File: config.mk
export PLATFORM = sky130hd
export DESIGN_NAME = cla_16bit
export DESIGN_NICKNAME = d
export VERILOG_FILES = /design/src/rtl/cla_16bit.sv
export SDC_FILE = /design/constraint.sdc
export NUM_CORES = 1
export LEC_CHECK = 0
export BUFFER_PORTS_ARGS = -buffer_cell sky130_fd_sc_hd__buf_4
export CAP_MARGIN = 20
export CELL_PAD_IN_SITES_DETAIL_PLACEMENT = 0
export CELL_PAD_IN_SITES_GLOBAL_PLACEMENT = 1
export CORE_ASPECT_RATIO = 1.25
export CORE_MARGIN = 2
export CORE_UTILIZATION = 33
export DETAILED_ROUTE_END_ITERATION = 10
export GPL_TIMING_DRIVEN = 0
export PLACE_DENSITY = 0.8
export SYNTH_ARGS = -nofsm -noshare
export SYNTH_HDL_FRONTEND = slang
export SYNTH_SLANG_ARGS = --single-unit
File: constraint.sdc
create_clock -name clk -period 5.05 [get_ports clk]
set_input_delay 1.01 -clock clk [delete_from_list [all_inputs] [get_ports clk]]
set_output_delay 1.01 -clock clk [all_outputs]
set_load 0.02 [all_outputs]
File: src/rtl/cla_16bit.sv
// 16-bit signed adder/subtractor: four 4-bit carry-lookahead slices under a second-level
// lookahead unit, with combinational Sum/Error and a registered copy for pipeline capture.
module cla_16bit (
    input  logic        clk,
    input  logic        rst_n,
    input  logic [15:0] A,
    input  logic [15:0] B,
    input  logic        sub,
    output logic [15:0] Sum,
    output logic        Error,
    output logic [15:0] Sum_q,
    output logic        Error_q
);

    logic [15:0] bx;
    logic [15:0] g;
    logic [15:0] p;
    logic [15:0] c;       // carry into each bit position
    logic [3:0]  grp_g;
    logic [3:0]  grp_p;
    logic [4:0]  blk_c;   // c0, c4, c8, c12, c16

    // Subtraction as A + ~B + 1: invert B and inject the +1 through c0.
    assign bx = B ^ {16{sub}};
    assign g  = A & bx;
    assign p  = A ^ bx;

    for (genvar s = 0; s < 4; s++) begin : g_slice
        logic [3:0] gs;
        logic [3:0] ps;
        logic       ci;

        assign gs = g[4*s +: 4];
        assign ps = p[4*s +: 4];
        assign ci = blk_c[s];

        // Every in-slice carry is a flat sum of products from the slice carry-in.
        assign c[4*s +: 4] = {
            gs[2] | (ps[2] & gs[1]) | (ps[2] & ps[1] & gs[0]) | (ps[2] & ps[1] & ps[0] & ci),
            gs[1] | (ps[1] & gs[0]) | (ps[1] & ps[0] & ci),
            gs[0] | (ps[0] & ci),
            ci
        };

        assign grp_g[s] = gs[3] | (ps[3] & gs[2]) | (ps[3] & ps[2] & gs[1])
                        | (ps[3] & ps[2] & ps[1] & gs[0]);
        assign grp_p[s] = &ps;
    end

    // Second-level lookahead across the four slices.
    assign blk_c[0] = sub;
    assign blk_c[1] = grp_g[0] | (grp_p[0] & blk_c[0]);
    assign blk_c[2] = grp_g[1] | (grp_p[1] & grp_g[0]) | (grp_p[1] & grp_p[0] & blk_c[0]);
    assign blk_c[3] = grp_g[2] | (grp_p[2] & grp_g[1]) | (grp_p[2] & grp_p[1] & grp_g[0])
                    | (grp_p[2] & grp_p[1] & grp_p[0] & blk_c[0]);
    assign blk_c[4] = grp_g[3] | (grp_p[3] & grp_g[2]) | (grp_p[3] & grp_p[2] & grp_g[1])
                    | (grp_p[3] & grp_p[2] & grp_p[1] & grp_g[0])
                    | (grp_p[3] & grp_p[2] & grp_p[1] & grp_p[0] & blk_c[0]);

    assign Sum   = p ^ c;
    // Signed overflow: carry into the sign bit differs from carry out of it.
    assign Error = blk_c[4] ^ c[15];

    always_ff @(posedge clk or negedge rst_n) begin
        if (!rst_n) begin
            Sum_q   <= 16'h0000;
            Error_q <= 1'b0;
        end else begin
            Sum_q   <= Sum;
            Error_q <= Error;
        end
    end

endmodule

==> impl_metrics.toml, run 1 <==
[timing]
worst_slew_pin_slew_ps = 333
setup_viol = 0
fin_crit_sh_pct = 95.6
worst_slew_margin_rel_pct = 77.6
fin_tns_setup_ps = 0
fmax_mhz = 207
final_hold_viol_count = 0
period_needed_ps = 4830
worst_slack_ps = 225
slew_violations = 0
whs_ps = 622

[final_layout]
final_cells = 253
fin_area_um2 = 1950
final_util_pct = 51.5
area_delta_synth_final_pct = 48.5
diodes = 0
layout.nets = 254
drive_gt1_share_pct = 41.2

[place]
place_congestion = 0.802
portBuffers = 68
place_inst = 249
dp_slack_ps = 29.5
place_area_um2 = 1890
hpwl_mm = 2.72

[routing]
drt_iter0_markers = 25
vias = 1187
via_per_inst = 4.69
route.detailed.drc = 0
wl_per_cell_um = 12.6
first_pass_iters = 4
ant_nets = 0
wl_mm = 3.18

[clock_tree]
htree_num_levels = 1
clk_pin_slew_worst_paths_ps = 60
cts_resized = 0
ctsHoldBuffers = 0
post_cts_buffers = 0
clock_path_buffers = 2
cts_tree = "yes"
cts_sinks = 17
clockRootBuffer = "clkbuf_8"
cts_buffers = 3

[setup_path]
crit_slowest_cell = "fa_1"
crit_start = "sub"
path_class = "in -> out"
cp_num_cells = 13
path_max_fanout = 10
cp_cell_sequence = "buf_4 > buf_2 > buf_6 > xor2_1 > ha_1 > a211oi_2 > o21bai_4 > o2111ai_1 > a21oi_1 > a21oi_1 > fa_1 > inv_1 > buf_4"
cp.required_ps = 4040
cp-start-kind = "input pin"
worst-path-buf-inv = 5
end_kind = "output port"
crit_family = "compound AO/OA/AOI/OAI gates"
slowest_delay_ps = 450
cp.arrival_ps = 3820
worstSetupEndpoint = "Sum[12]"

[synth]
async_flop_share_pct = 100
ys.warnings.count = 0
yosysMostFrequentCell = "xor2_1"
synthesis.nets = 181
synth_commonest_cells = "21 x xor2_1, 17 x dfrtp_1, 16 x ha_1, 10 x inv_1"
yosysTopAreaCell = "dfrtp_1"
synthTopCellsByArea = "dfrtp_1 32%, ha_1 15%, xor2_1 14%"
synthCells = 127
yosysUniqueCellTypes = 34
syn_area_um2 = 1310
synth_enable_flop_cells = 0
synthFlopType = "dfrtp_1"
synth_top_area_share_pct = 32.4
ys_seq_area_share_pct = 32.4
synth-seq-cells = 17
avgSynthCellArea_um2 = 10.3

[power_and_ir_drop]
power.density_nw_per_um2 = 370
total_power_uw = 721
power.leakage_nw = 1.01
irDropWorstVdd_uv = 98.4

[floorplanning]
fp-row-count = 25
die_h_um = 74.5
ios = 69
initial_core_util_pct = 34.7
core_um2 = 3780
die_w_um = 60.4
die_area_um2 = 4500

[grt]
grt_antenna_before_repair = 0
grt-ovfl-total = 0
grt_first_pass_wirelength_mm = 4.95
grt_max_degree = 18
grt_pass1_vias = 1140
grt_usage_pct = 14.5

[min_path]
min_path_type = "in -> async"

[run]
cap_violations = 0

[outcome]
status = "finished clean"
-- worst min path at each step --
stage               start         to  slack (ps)  depth (start not counted)
floorplan           rst_n    Error_q         710                          0
global placement    rst_n    Error_q         880                          1
detailed placement  rst_n  Sum_q[15]         890                          1
CTS                 rst_n  Sum_q[15]         620                          1
global route        rst_n    Error_q         620                          1
finish              rst_n  Sum_q[15]         620                          1
-- flip-flops by register name (all words and copies together) (netlist names) --
| name | count |
|---|---|
| Sum_q | 16 |
| Error_q | 1 |
-- layout make-up --
cell class	instances	area (µm²)
Fill cell	343	1840
Multi-Input combinational cell	98	847
Timing Repair Buffer	68	510
Sequential cell	17	425
Tap cell	54	67.6
Clock buffer	4	45.0
Inverter	10	37.5
Buffer	2	16.3
-- layer usage --
layer / track usage, % / up-vias / share of wire (%)
li1: - / 590 / -
met1: 17.5 / 547 / 37
met2: 26.4 / 48 / 54
met3: 1.57 / 2 / 8.6
met4: 4.44 / 0 / 0.44
met5: 0 / - / 0
-- placed cells by master, fill, tap and decap left out, drive strengths merged --
master   count
clkbuf       4
ha          16
o2111ai      1
a211o        1
buf         70
mux2i        1
nor2         6
a21boi       1
xor2        21
o21ai        2
inv         10
nand4        1
dfrtp       17
nor4         1
o31ai        1
o211ai       2
a21oi        9
or2          2
nand2        7
xnor2        7
o311ai       1
fa           3
nand3        2
o211a        1
and2         1
a31oi        5
o21bai       1
mux2         1
a211oi       1
or4          2
a21o         1
-- logic make-up after synthesis --
| group | synth area share (%) |
|---|---|
| multiplexers | 1.91 |
| buffers and inverters | 3.62 |
| adder cells (fa/ha/maj) | 19.8 |
| XOR/XNOR | 18.7 |
| AO/OA/AOI/OAI | 15.5 |
| flip-flops | 32.4 |
| AND/OR/NAND/NOR | 8.01 |
-- power by group --
part	internal (mW)	switching, mW
registers	0.178	0.0111
clock network	0.0558	0.0422
logic	0.189	0.245
total	0.423	0.298
(Power assumes the default switching activity.)
==> run 2, diff against run 1 <==
Settings changed: CORE_ASPECT_RATIO 1.25 to 0.7.
==> run 2 against run 1 <==
  * Maximum frequency grew 1.9%
  * Critical endpoint unchanged
  * Critical path depth is the same
  * Via count shrank 1.7%
  * Highest routed layer is now met3
  * Core utilization shrank 1.0 points
  * Cell count shrank 0.79%
  * Largest power group unchanged
  * Clock-buffer cell count shrank 1
  * Die area grew 0.12%
==> impl_metrics.toml, run 2 (synthesis results as in run 1) <==
[clock_tree]
cts_buffers = 3
htree_num_levels = 1
post_cts_buffers = 0
ctsHoldBuffers = 0
clock_path_buffers = 2
cts_tree = "yes"
clk_pin_slew_worst_paths_ps = 70
clockRootBuffer = "clkbuf_8"
cts_sinks = 17

[final_layout]
mostFrequentLayoutCells = "68 x buf_4, 21 x xor2_1, 17 x dfrtp_1"
area_delta_synth_final_pct = 49.1
final_cells = 251
largest_register_ff_count = 16
layout.nets = 254
final_common_cell = "buf_4"
diodes = 0
top_regs = "Sum_q: 16 flops, Error_q: 1 flops"
regMostFlops = "Sum_q"
drive_gt1_share_pct = 42.2

[timing]
rsz0062_at_grt = "false"
slew_violations = 0
period_needed_ps = 4740
fin_crit_sh_pct = 93.8
fmax_mhz = 211
final_hold_viol_count = 0
worst_slack_ps = 314
whs_ps = 617
worst_slew_margin_rel_pct = 78.1
fin_tns_setup_ps = 0
worst_slew_pin_slew_ps = 325
setup_viol = 0

[setup_path]
cp.required_ps = 4040
cp.arrival_ps = 3730
crit_slowest_cell = "fa_1"
end_kind = "output port"
crit_family = "compound AO/OA/AOI/OAI gates"
crit_start = "sub"
path_class = "in -> out"
cp_cell_sequence = "buf_4 > clkbuf_4 > buf_6 > xor2_1 > ha_1 > a211oi_2 > o21bai_4 > o2111ai_2 > a21oi_1 > a21oi_1 > fa_1 > inv_1 > buf_4"
worst-path-buf-inv = 5
cp-start-kind = "input pin"
slowest_delay_ps = 460
path_max_fanout = 10

[grt]
grt_antenna_before_repair = 0
grt_first_pass_wirelength_mm = 5.02
grt_max_degree = 18
grt_usage_pct = 14.4
grt_pass1_vias = 1127
grt-ovfl-total = 0

[power_and_ir_drop]
total_power_uw = 724
power.leakage_nw = 1.01
power.density_nw_per_um2 = 370
irDropWorstVdd_uv = 171

[routing]
drt_iter0_markers = 21
first_pass_iters = 4
via_per_inst = 4.65
ant_nets = 0
wl_mm = 3.17
route.detailed.drc = 0
wl_per_cell_um = 12.6
vias = 1167

[floorplanning]
fp-row-count = 19
ios = 69
initial_core_util_pct = 33.9
core_um2 = 3870
die_h_um = 56.8
die_w_um = 79.4
die_area_um2 = 4510

[place]
place_congestion = 0.820
place_inst = 247
portBuffers = 68
hpwl_mm = 2.76
dp_slack_ps = 4.08

[run]
cap_violations = 0

[min_path]
min_path_type = "in -> async"

[outcome]
status = "finished clean"
run 2: cell types whose count changed in the layout (fill, tap and decap cells not counted):
cell	delta
clkbuf_4	+1
clkbuf_1	-1
buf_2	-1
o2111ai_2	+1
o2111ai_1	-1
clkinv_2	+1
run 2: path summary, 6_finish.rpt:
path	to	slack, ps	cells after the start
min in group clk	Sum_q[1]	1130	3
min	Sum_q[10]	620	1
max	Sum[12]	310	13
max in group asynchronous	Sum_q[8]	4240	1
run 2: metal layers:
layer  global-route usage (%)  vias up  wire length (µm)
li1                         -      587                 -
met5                        0        -                 0
met4                     2.22        0                 0
met1                     19.7      544              1440
met2                     23.5       36              1560
met3                     3.54        0               173
run 2: power breakdown:
| group | internal, mW | total (mW) | switching, mW |
|---|---|---|---|
| clock | 0.0546 | 0.0990 | 0.0444 |
| combinational | 0.189 | 0.436 | 0.247 |
| sequential | 0.178 | 0.189 | 0.0112 |
run 2: final cells by class:
type,count,area (µm²)
clock inverter,1,5.00
inverter,10,37.5
timing repair buffer,68,510
sequential,17,425
buffer,2,18.8
fill,356,1920
clock buffer,3,41.3
multi-input combinational,98,853
tap,52,65.1
run 2: metrics by stage:
stage | util (%) | instance area (µm²)
finish | 50.5 | 1960
global route | 50.5 | 1960
CTS | 50.0 | 1940
detailed placement | 48.7 | 1890
global placement | 48.7 | 1890
floorplan | - | 1310
run 2: timing repair:
action	CTS	global route
setup endpoints to repair	1	2
hold endpoints to repair	0	0
gates cloned	0	0
gates resized for setup	1	4
